## src/rtl/vm_pkg.sv

```systemverilog
// Shared vending-machine definitions: coin values and the change-dispenser state encoding.
package vm_pkg;

  localparam int unsigned COIN5  = 32'd5;
  localparam int unsigned COIN10 = 32'd10;

  typedef enum logic [2:0] {
    ST_IDLE     = 3'd0,
    ST_PICK     = 3'd1,
    ST_EJECT    = 3'd2,
    ST_WAIT_ACK = 3'd3,
    ST_DONE     = 3'd4,
    ST_FAULT    = 3'd5
  } disp_state_t;

endpackage

```

## src/rtl/vm_ack_timer.sv

```systemverilog
// Hopper acknowledge watchdog: cleared per coin, counts un-acked cycles and flags the
// cycle on which the count would reach ACK_TMO.
module vm_ack_timer #(
  parameter int ACK_TMO = 15,
  parameter int CNT_W   = $clog2(ACK_TMO + 1)
) (
  input  logic clk,
  input  logic reset_n,
  input  logic i_clear,
  input  logic i_en,
  output logic o_term
);

  logic [CNT_W-1:0] r_cnt;

  // Wait counter: cleared when a coin is ejected, advances while the ack is outstanding
  always_ff @(posedge clk) begin
    if (!reset_n) begin
      r_cnt <= '0;
    end else if (i_clear) begin
      r_cnt <= '0;
    end else if (i_en) begin
      r_cnt <= r_cnt + CNT_W'(1);
    end else begin
      r_cnt <= r_cnt;
    end
  end

  assign o_term = i_en && (r_cnt == CNT_W'(ACK_TMO - 1));

endmodule

```

## src/rtl/vm_change_dispenser.sv

```systemverilog
// Change payout sequencer: pays a requested amount as Rs10/Rs5 coins one at a time,
// tracking hopper stock, reporting shortfall and latching a fault on ack timeout.
module vm_change_dispenser
  import vm_pkg::*;
#(
  parameter int AMT_W      = 5,
  parameter int STOCK_W    = 4,
  parameter int STOCK_INIT = 8,
  parameter int ACK_TMO    = 15
) (
  input  logic               clk,
  input  logic               reset_n,
  input  logic               req_valid,
  input  logic [AMT_W-1:0]   req_amt,
  output logic               req_ready,
  input  logic               refill,
  output logic               eject10,
  output logic               eject5,
  input  logic               hop_ack,
  output logic               busy,
  output logic               done,
  output logic               short,
  output logic [AMT_W-1:0]   short_amt,
  output logic               fault,
  output logic [STOCK_W-1:0] stock10,
  output logic [STOCK_W-1:0] stock5
);

  localparam logic [AMT_W-1:0]   C10    = AMT_W'(COIN10);
  localparam logic [AMT_W-1:0]   C5     = AMT_W'(COIN5);
  localparam logic [STOCK_W-1:0] S_INIT = STOCK_W'(STOCK_INIT);

  disp_state_t        r_state;
  logic [AMT_W-1:0]   r_rem;
  logic               r_sel10;
  logic               r_req_ready, r_busy, r_done, r_short, r_fault;
  logic               r_eject10, r_eject5;
  logic [AMT_W-1:0]   r_short_amt;
  logic [STOCK_W-1:0] r_stock10, r_stock5;
  logic               w_tmr_clr, w_tmr_en, w_tmo;

  assign w_tmr_clr = (r_state == ST_EJECT);
  assign w_tmr_en  = (r_state == ST_WAIT_ACK) && !hop_ack;

  vm_ack_timer #(.ACK_TMO(ACK_TMO)) u_ack_timer (
    .clk     (clk),
    .reset_n (reset_n),
    .i_clear (w_tmr_clr),
    .i_en    (w_tmr_en),
    .o_term  (w_tmo)
  );

  // Payout FSM; every output is set on the transition into the state that owns it
  always_ff @(posedge clk) begin
    if (!reset_n) begin
      r_state     <= ST_IDLE;
      r_rem       <= '0;
      r_sel10     <= 1'b0;
      r_req_ready <= 1'b1;
      r_busy      <= 1'b0;
      r_done      <= 1'b0;
      r_short     <= 1'b0;
      r_short_amt <= '0;
      r_fault     <= 1'b0;
      r_eject10   <= 1'b0;
      r_eject5    <= 1'b0;
      r_stock10   <= S_INIT;
      r_stock5    <= S_INIT;
    end else begin
      r_eject10 <= 1'b0;
      r_eject5  <= 1'b0;
      r_done    <= 1'b0;
      case (r_state)
        ST_IDLE: begin
          if (refill) begin
            r_stock10 <= S_INIT;
            r_stock5  <= S_INIT;
          end
          if (req_valid) begin
            r_rem       <= req_amt;
            r_state     <= ST_PICK;
            r_req_ready <= 1'b0;
            r_busy      <= 1'b1;
          end
        end
        ST_PICK: begin
          // Largest coin first; a missing Rs10 falls through to two Rs5
          if (r_rem >= C10 && r_stock10 != '0) begin
            r_sel10   <= 1'b1;
            r_eject10 <= 1'b1;
            r_state   <= ST_EJECT;
          end else if (r_rem >= C5 && r_stock5 != '0) begin
            r_sel10  <= 1'b0;
            r_eject5 <= 1'b1;
            r_state  <= ST_EJECT;
          end else begin
            r_done      <= 1'b1;
            r_short     <= (r_rem != '0);
            r_short_amt <= r_rem;
            r_state     <= ST_DONE;
          end
        end
        ST_EJECT: begin
          r_state <= ST_WAIT_ACK;
        end
        ST_WAIT_ACK: begin
          if (hop_ack) begin
            if (r_sel10) begin
              r_rem     <= r_rem - C10;
              r_stock10 <= r_stock10 - STOCK_W'(1);
            end else begin
              r_rem    <= r_rem - C5;
              r_stock5 <= r_stock5 - STOCK_W'(1);
            end
            r_state <= ST_PICK;
          end else if (w_tmo) begin
            r_fault <= 1'b1;
            r_busy  <= 1'b0;
            r_state <= ST_FAULT;
          end
        end
        ST_DONE: begin
          r_req_ready <= 1'b1;
          r_busy      <= 1'b0;
          r_state     <= ST_IDLE;
        end
        ST_FAULT: begin
          r_state <= ST_FAULT;
        end
        default: begin
          r_fault     <= 1'b1;
          r_busy      <= 1'b0;
          r_req_ready <= 1'b0;
          r_state     <= ST_FAULT;
        end
      endcase
    end
  end

  assign req_ready = r_req_ready;
  assign busy      = r_busy;
  assign done      = r_done;
  assign short     = r_short;
  assign short_amt = r_short_amt;
  assign fault     = r_fault;
  assign eject10   = r_eject10;
  assign eject5    = r_eject5;
  assign stock10   = r_stock10;
  assign stock5    = r_stock5;

endmodule

```

## config.mk

```make
export PLATFORM = sky130hd
export DESIGN_NAME = vm_change_dispenser
export DESIGN_NICKNAME = d
export VERILOG_FILES = /design/src/rtl/vm_pkg.sv /design/src/rtl/vm_ack_timer.sv /design/src/rtl/vm_change_dispenser.sv
export SDC_FILE = /design/constraint.sdc
export NUM_CORES = 1
export LEC_CHECK = 0
export BUFFER_PORTS_ARGS = -buffer_cell sky130_fd_sc_hd__buf_4
export CORE_MARGIN = 2
export CORE_UTILIZATION = 30
export CTS_BUF_LIST = sky130_fd_sc_hd__clkbuf_4 sky130_fd_sc_hd__clkbuf_8 sky130_fd_sc_hd__clkbuf_16
export DETAILED_ROUTE_END_ITERATION = 8
export MAX_ROUTING_LAYER = met4
export SYNTH_ARGS = -nofsm -noshare
export SYNTH_HDL_FRONTEND = slang
export SYNTH_SLANG_ARGS = --single-unit
```

## constraint.sdc

```tcl
create_clock -name clk -period 2.39 [get_ports clk]
set_clock_uncertainty 0.15 [all_clocks]
set_input_delay 0.239 -clock clk [delete_from_list [all_inputs] [get_ports clk]]
set_output_delay 0.239 -clock clk [all_outputs]
set_load 0.02 [all_outputs]
```

==> flow_summary.json, run 1 <==
{
  "status": "finished, final reports clean",
  "ys_warn_count": 0,
  "syn_area_sq_mm": 0.00190,
  "power_leakage_nw": 0.916,
  "cp-start-kind": "register",
  "numCtsBuffers": 5,
  "antenna_cells": 0,
  "n_fill_cell": 637,
  "cp_data_required_time_ps": 2450,
  "grt_pass1_wl_mm": 7.14,
  "yosysTopAreaCell": "dfxtp_1",
  "ctsHtreeMaxLevel": 2,
  "clock_path_buffers": 2,
  "synth_edf_count": 0,
  "period_minus_slack_ps": 2180,
  "die_x_microns": 83.6,
  "power.internal_uw": 943,
  "yosysMostFrequentCell": "dfxtp_1",
  "setup_viol": 0,
  "drive_above_1_share_pct": 18.8,
  "drv_slew": 0,
  "combPwrFrac_pct": 23.0,
  "grtUsageTotal_pct": 12.8,
  "power.density_mw_per_mm2": 607,
  "crit_path_start": "r_rem[1]$_SDFFE_PN0P_",
  "synth_top_flop_cell": "dfxtp_1",
  "wirelength_mm": 4.16,
  "placed_area_sq_mm": 0.00216,
  "ios": 30,
  "clk_pin_slew_ps": 70,
  "syn_area_per_cell_sq_um": 8.60,
  "yosysTopAreaCellShare_pct": 34.8,
  "first_global_vias": 1480,
  "hold_path.startpoint": "reset_n",
  "p_sw_uw": 421,
  "vias": 1624,
  "clkPwrFrac_pct": 30.9,
  "synthTopCellsByArea": "dfxtp_1 35%, ha_1 7.9%, nand2_1 4.3%",
  "grt_max_degree": 23,
  "synthTopCellsByCount": "33 x dfxtp_1, 22 x nand2_1, 18 x nor2_1",
  "crit_arrival_ps": 2250,
  "cts_tree": "done",
  "synth_nets": 243,
  "area_delta_synth_final_pct": 18.2,
  "vias_per_cell": 5.00,
  "synth-seq-area-share_pct": 34.8,
  "vdd_ir_drop_max_uv": 221,
  "relSlewSlack_pct": 62.3,
  "cts.sinks": 33,
  "drc": 0,
  "io_buffers": 29,
  "syn_inst": 221,
  "core_area_sq_mm": 0.00603,
  "period_share_pct": 91.3,
  "synth-async-reset-ratio_pct": 0,
  "rsz0062_at_grt": "false",
  "grt_antenna_before_repair": 0,
  "dr.pass1.iters": 4,
  "drtIter0Drc": 128,
  "worstHoldPathType": "primary input to register",
  "timing.rr.start": "r_rem[1]$_SDFFE_PN0P_",
  "drv_cap": 0,
  "synth-seq-cells": 33,
  "overflow": 0,
  "synthDistinctLibCells": 51,
  "path_class": "register to register",
  "dieArea_sq_mm": 0.00699,
  "hold_buffers": 0,
  "nets": 271,
  "routabilityCongestion": 0.812,
  "initial_utilization_pct": 31.5,
  "path_max_fanout": 7,
  "post-route-util_pct": 37.3,
  "cts.repair.resized": 0,
  "stdcell_area_sq_mm": 0.00225,
  "finalSetupTns_ps": 0,
  "avgRoutedWirePerCell_microns": 12.8,
  "die_h_microns": 83.6,
  "total_power_mw": 1.36,
  "seqPwrFrac_pct": 46.1,
  "switching_share_pct": 30.9,
  "clk_latency_ps": 290,
  "cts_root_buf": "clkbuf_8",
  "post_cts_buffers": 0,
  "dp_hpwl_mm": 3.03,
  "max_freq_mhz": 458,
  "ant_nets": 0,
  "end_kind": "register",
  "final_hold_viol_count": 0,
  "tightest_slew_ps": 564,
  "rows": 28
}
## flip-flops by register name, indices dropped and copies added, names as in the netlist, 3 cells and up
signal	count
r_rem	5
short_amt	5
stock10	4
stock5	4
u_ack_timer.r_cnt	4
r_state	3
## kinds of logic after synthesis
kind of cell / count (synthesis) / synth area share, %
simple gates: 83 / 23.4
compound gates: 56 / 20.7
flops: 33 / 34.8
buf+inv: 24 / 6.65
fa+ha+maj: 12 / 7.90
mux: 8 / 4.28
xor+xnor: 5 / 2.30
## per-layer routing
metal	track usage (%)	part of all wire [%]	vias up
li1	-	-	840
met5	-	0	-
met4	4.40	1.5	0
met1	17.1	49	747
met3	3.07	3.8	7
met2	18.9	45	30
## final timing paths
kind                                to  slack, ps  depth (start not counted)
max          short_amt[1]$_SDFFE_PN0P_        210                          6
max reg2reg  short_amt[1]$_SDFFE_PN0P_        210                          6
min             req_ready$_SDFFE_PN1P_        100                          2
min reg2reg  short_amt[3]$_SDFFE_PN0P_        310                          2
## through the flow
stage	setup WS (ps)	instances	hold slack, ps
3_3_place_gp	339	317	299
2_1_floorplan	629	221	236
3_5_place_dp	258	317	301
4_1_cts	228	325	98.4
6_report	208	325	101
5_1_grt	30.7	325	113
## power by group through the flow
stage          registers, mW  clock network (mW)  logic, mW
2_1_floorplan          0.651                   0      0.217
3_3_place_gp           0.641                   0      0.312
3_5_place_dp           0.641                   0      0.313
4_1_cts                0.629               0.437      0.315
5_1_grt                0.636               0.466      0.348
6_report               0.629               0.422      0.313
## layout make-up
type	count	area [sq um]	area share, %
timing repair buffer	33	248	11.0
inverter	12	45.0	2.00
multi-input combinational	164	1110	49.6
clock inverter	2	10.0	0.445
tap	75	93.8	4.18
clock buffer	6	76.3	3.40
sequential	33	661	29.4
## cell usage in the layout (no fill, tap or decap), types with 2 or more instances in the layout
cell type / n
a21oi_1: 13
clkbuf_8: 5
a22oi_1: 3
nand2b_1: 7
nor3_1: 11
nor2b_1: 8
nand2_1: 22
or3b_1: 3
ha_1: 12
nor2_1: 18
o22ai_1: 2
or3_1: 2
o41ai_1: 2
a32oi_1: 2
xor2_1: 3
xnor2_1: 2
inv_1: 11
o21ai_0: 6
o21ai_1: 3
and3_1: 2
o21a_1: 6
clkinv_2: 2
mux2i_1: 7
nand4b_1: 2
dfxtp_1: 33
o2111ai_1: 2
o211ai_1: 4
buf_4: 33
## worst max-delay path, cell delays in order, from the launching register on
cell	delay, ps
dfxtp_1	430
inv_1	140
ha_1	220
a21oi_1	220
a32o_1	250
and3_1	450
mux2i_1	240
Note: power is estimated with default switching activity, not from simulation.
==> run 2, diff against run 1 <==
--- a/config.mk
+++ b/config.mk
@@ -13,4 +13,5 @@
 export MAX_ROUTING_LAYER = met4
 export SYNTH_ARGS = -nofsm -noshare
 export SYNTH_HDL_FRONTEND = slang
+export SYNTH_HIERARCHICAL = 1
 export SYNTH_SLANG_ARGS = --single-unit
==> constraint.sdc (replaced) <==
create_clock -name clk -period 2.39 [get_ports clk]
set_clock_uncertainty 0.15 [all_clocks]
set_input_delay 0.3585 -clock clk [delete_from_list [all_inputs] [get_ports clk]]
set_output_delay 0.3585 -clock clk [all_outputs]
set_load 0.02 [all_outputs]
==> run 2 against run 1 <==
Effect of this change: critical path depth stayed put; synthesized cell count fell by 4.5%; fmax decreased by 0.81%; global-route usage rose by 0.49 points; register-to-register slack lost 20 ps; worst hold slack gained 110 ps; combinational power grew to 2.8 times the previous value; total power grew 54%; clock-buffer cell count rose by 1; setup slack got worse by 18 ps; sequential power rose by 24%; critical endpoint unchanged; largest cell class unchanged; largest power group is now combinational logic.
==> flow_summary.json, run 2 <==
{
  "synth-async-reset-ratio_pct": 0,
  "nets": 264,
  "overflow": 0,
  "rows": 28,
  "synthTopCellsByCount": "33 x dfxtp_1, 24 x nand2_1, 16 x inv_1",
  "yosysTopAreaCellShare_pct": 36.3,
  "clock_path_buffers": 2,
  "syn_inst": 211,
  "post_cts_buffers": 0,
  "clk_pin_slew_ps": 70,
  "yosysMostFrequentCell": "dfxtp_1",
  "area_delta_synth_final_pct": 21.4,
  "drv_cap": 0,
  "setup_viol": 0,
  "timing.rr.start": "r_rem[1]$_SDFFE_PN0P_",
  "period_share_pct": 92.0,
  "core_area_sq_mm": 0.00589,
  "post-route-util_pct": 37.6,
  "dp_cells": 310,
  "antenna_cells": 0,
  "power.density_mw_per_mm2": 946,
  "final_common_cell": "buf_4",
  "rsz0062_at_grt": "false",
  "grt_antenna_before_repair": 0,
  "relSlewSlack_pct": 73.4,
  "grt_pass1_wl_mm": 6.63,
  "max_freq_mhz": 455,
  "vdd_ir_drop_max_uv": 436,
  "status": "finished, final reports clean",
  "synth_nets": 233,
  "path_class": "register to register",
  "synth-seq-area-share_pct": 36.3,
  "period_minus_slack_ps": 2200,
  "syn_area_per_cell_sq_um": 8.63,
  "multi_input_area_sq_mm": 0.00105,
  "worstHoldPathType": "primary input to register",
  "final_cells": 317,
  "yosysTopAreaCell": "dfxtp_1",
  "grtUsageTotal_pct": 13.3,
  "ys_warn_count": 6,
  "grt_max_degree": 22,
  "cts_tree": "done",
  "reg2reg_to": "short_amt[1]$_SDFFE_PN0P_",
  "tightest_slew_ps": 396,
  "drc": 0,
  "die_x_microns": 81.9,
  "clk_latency_ps": 290,
  "io_buffers": 29,
  "die_h_microns": 81.9,
  "synthDistinctLibCells": 48,
  "crit_path_start": "r_rem[1]$_SDFFE_PN0P_",
  "synth_edf_count": 0,
  "seqCellArea_sq_um": 661,
  "end_kind": "register",
  "final_hold_viol_count": 0,
  "finalSetupTns_ps": 0,
  "n_fill_cell": 628,
  "cp-start-kind": "register",
  "drtIter0Drc": 59,
  "power_leakage_nw": 0.916,
  "syn_area_sq_mm": 0.00182,
  "initial_utilization_pct": 31.0,
  "path_max_fanout": 7,
  "cts_root_buf": "clkbuf_8",
  "vias_per_cell": 4.88,
  "dieArea_sq_mm": 0.00671,
  "crit_arrival_ps": 2260,
  "ant_nets": 0,
  "cts.repair.resized": 0,
  "avgRoutedWirePerCell_microns": 12.9,
  "hold_buffers": 0,
  "wirelength_mm": 4.08,
  "drv_slew": 0,
  "ios": 30,
  "cp_data_required_time_ps": 2450,
  "drive_above_1_share_pct": 19.0,
  "total_power_mw": 2.09,
  "synth_top_flop_cell": "dfxtp_1",
  "ctsHtreeMaxLevel": 2,
  "cts.sinks": 33,
  "regToRegSetupSlack_ps": 190,
  "vias": 1546,
  "synth-seq-cells": 33,
  "r2r_cells": 6,
  "routabilityCongestion": 0.839,
  "dp_hpwl_mm": 3.04,
  "synthTopCellsByArea": "dfxtp_1 36%, ha_1 8.2%, nand2_1 4.9%",
  "timing.critical_path.to": "short_amt[1]$_SDFFE_PN0P_",
  "final_cell_mix": "34 x buf_4, 33 x dfxtp_1, 24 x nand2_1",
  "first_global_vias": 1400,
  "numCtsBuffers": 5,
  "dr.pass1.iters": 4
}
-- run 2: cells by family after synthesis --
family                   synth area share (%)
AO/OA/AOI/OAI                            21.5
XOR/XNOR                                 2.40
adder cells (fa/ha/maj)                  8.24
buffers and inverters                    5.98
flip-flops                               36.3
multiplexers                             3.85
AND/OR/NAND/NOR                          21.8
-- run 2: metrics by stage --
stage               worst slack, ps  hold slack [ps]  instance area, sq um
CTS                             207              212                  2210
detailed placement              245              297                  2120
global placement                322              293                  2120
floorplan                       253              319                  1820
finish                          191              214                  2210
global route                   66.3              219                  2210
-- run 2: critical path: stages, from the launching register on --
cell and delay (ps):
dfxtp_1 420, inv_1 150, ha_1 230, a21oi_1 200
a32o_1 300, and3_1 440, mux2i_1 240
-- run 2: area by class of cell --
cell class / instances / area share, %
Multi-Input combinational cell: 152 / 47.6
Sequential cell: 33 / 29.9
Timing Repair Buffer: 34 / 11.5
Tap cell: 75 / 4.24
Clock buffer: 7 / 4.07
Inverter: 16 / 2.71
-- run 2: where the power goes --
group	switching [mW]	internal, mW
Combinational	0.482	0.392
Sequential	0.126	0.651
Clock	0.202	0.240
-- run 2: worst min path at each step --
| stage | from | end | slack (ps) | cells past startpoint |
|---|---|---|---|---|
| floorplan | u_ack_timer/r_cnt[3]$_SDFFE_PP0P_ | u_ack_timer/r_cnt[3]$_SDFFE_PP0P_ | 320 | 2 |
| global placement | fault$_SDFFE_PN0P_ | fault$_SDFFE_PN0P_ | 290 | 2 |
| detailed placement | fault$_SDFFE_PN0P_ | fault$_SDFFE_PN0P_ | 300 | 2 |
| CTS | reset_n | req_ready$_SDFFE_PN1P_ | 210 | 2 |
| global route | reset_n | req_ready$_SDFFE_PN1P_ | 220 | 2 |
| finish | reset_n | req_ready$_SDFFE_PN1P_ | 210 | 2 |
-- run 2: layer usage --
metal	wire, microns	part of all wire (%)	vias up	GRT usage, %
met3	165	4.0	8	3.19
li1	-	-	805	-
met2	1950	48	23	21.3
met1	1910	47	710	16.3
met5	0	0	-	-
met4	51	1.3	0	4.50
==> run 3, diff against run 2 <==
--- a/config.mk
+++ b/config.mk
@@ -11,6 +11,7 @@
 export CTS_BUF_LIST = sky130_fd_sc_hd__clkbuf_4 sky130_fd_sc_hd__clkbuf_8 sky130_fd_sc_hd__clkbuf_16
 export DETAILED_ROUTE_END_ITERATION = 8
 export MAX_ROUTING_LAYER = met4
+export PLACE_DENSITY = 0.54
 export SYNTH_ARGS = -nofsm -noshare
 export SYNTH_HDL_FRONTEND = slang
 export SYNTH_HIERARCHICAL = 1
==> run 3 against run 2 <==
Effect of this change: first-iteration DRC count up 78%; fmax up 1.3%; die area unchanged; setup slack better by 29 ps; core utilization down 0.064 points; sequential cell count unchanged; combinational power about the same; sequential share of layout area up 0.051 points; critical path depth unchanged; global-route usage up 0.73 points; routed wire length up 2.2%; total power down 1.0%; largest power group unchanged.
==> flow_summary.json, run 3 (synthesis results as in run 2) <==
{
  "cts.sinks": 33,
  "relSlewSlack_pct": 72.7,
  "slowest_stage": "and3_1",
  "numCtsBuffers": 5,
  "final_common_cell": "buf_4",
  "stdcell_area_sq_mm": 0.00221,
  "wirelength_mm": 4.17,
  "io_buffers": 29,
  "ctsHtreeMaxLevel": 2,
  "crit_arrival_ps": 2230,
  "grt_pass1_wl_mm": 6.96,
  "post_cts_buffers": 0,
  "drc": 0,
  "initial_utilization_pct": 31.0,
  "vdd_ir_drop_max_uv": 323,
  "core_area_sq_mm": 0.00589,
  "rsz0062_at_grt": "false",
  "drv_cap": 0,
  "drive_above_1_share_pct": 19.3,
  "tightest_slew_ps": 409,
  "overflow": 0,
  "first_global_vias": 1497,
  "grt_max_degree": 22,
  "clk_pin_slew_ps": 70,
  "power.density_mw_per_mm2": 938,
  "status": "finished, final reports clean",
  "total_power_mw": 2.07,
  "setup_viol": 0,
  "n_fill_cell": 645,
  "avgRoutedWirePerCell_microns": 13.1,
  "rows": 28,
  "area_delta_synth_final_pct": 21.2,
  "path_class": "register to register",
  "final_hold_viol_count": 0,
  "place_ws_ps": 255,
  "worstHoldPathType": "primary input to register",
  "antenna_cells": 0,
  "period_minus_slack_ps": 2170,
  "cts_tree": "done",
  "slowest_delay_ps": 440,
  "ios": 30,
  "vias": 1558,
  "end_kind": "register",
  "layout_setup_ws_ps": 219,
  "drtIter0Drc": 105,
  "cp_data_required_time_ps": 2450,
  "drv_slew": 0,
  "clock_path_buffers": 2,
  "cts.repair.resized": 0,
  "dp_hpwl_mm": 3.09,
  "final_cell_mix": "34 x buf_4, 33 x dfxtp_1, 24 x nand2_1",
  "cp-start-kind": "register",
  "nets": 264,
  "ant_nets": 0,
  "clk_latency_ps": 280,
  "dieArea_sq_mm": 0.00671,
  "die_x_microns": 81.9,
  "period_share_pct": 90.8,
  "die_h_microns": 81.9,
  "max_freq_mhz": 461,
  "vias_per_cell": 4.90,
  "crit_path_cell_trace": "inv_1, ha_1, a21oi_1, a32o_1, and3_1, mux2i_1",
  "dr.pass1.iters": 4,
  "cts_root_buf": "clkbuf_8",
  "grtUsageTotal_pct": 14.0,
  "finalSetupTns_ps": 0,
  "routabilityCongestion": 0.838,
  "placed_area_sq_mm": 0.00212,
  "power_leakage_nw": 0.917,
  "grt_antenna_before_repair": 0,
  "path_max_fanout": 7,
  "hold_buffers": 0
}
-- run 3: final timing paths --
kind	from	endpoint	slack [ps]	cells past startpoint
worst max-delay path	r_rem[1]$_SDFFE_PN0P_	short_amt[0]$_SDFFE_PN0P_	220	6
worst min-delay path	reset_n	req_ready$_SDFFE_PN1P_	220	2
worst max register to register	r_rem[1]$_SDFFE_PN0P_	short_amt[0]$_SDFFE_PN0P_	220	6
worst min register to register	fault$_SDFFE_PN0P_	fault$_SDFFE_PN0P_	310	2
-- run 3: power breakdown --
part	leakage (nW)	switching, mW	internal (mW)
combinational	0.599	0.482	0.392
sequential	0.269	0.130	0.651
clock	0.0484	0.205	0.213
-- run 3: routing by layer --
metal / vias up / global-route usage, % / wire length [microns]
met1: 711 / 17.6 / 1970
met3: 4 / 3.96 / 189
li1: 806 / - / -
met4: 0 / 5.00 / 36
met5: - / - / 0
met2: 37 / 21.5 / 1970
-- run 3: final cells by class --
cell class / instances / area [sq um] / area share, %
well taps: 75 / 93.8 / 4.25
repair buffers: 34 / 255 / 11.6
multi-input cells: 152 / 1050 / 47.6
clock buffers: 6 / 76.3 / 3.46
clock inverters: 2 / 10.0 / 0.453
flip-flops and latches: 33 / 661 / 29.9
inverters: 16 / 60.1 / 2.72
-- run 3: critical path: cells and delay by family, from the launching register on --
| family | cells | cell delay [ps] |
|---|---|---|
| AO/OA/AOI/OAI | 2 | 480 |
| adder cells (fa/ha/maj) | 1 | 220 |
| buffers and inverters | 1 | 150 |
| flip-flops | 1 | 420 |
| AND/OR/NAND/NOR | 1 | 440 |
| multiplexers | 1 | 240 |
-- run 3: per-stage QoR --
step	std cells	util (%)	hold slack, ps
2_1_floorplan	211	-	319
3_3_place_gp	310	36.1	294
3_5_place_dp	310	36.1	303
4_1_cts	318	37.5	217
5_1_grt	318	37.5	225
6_report	318	37.5	224
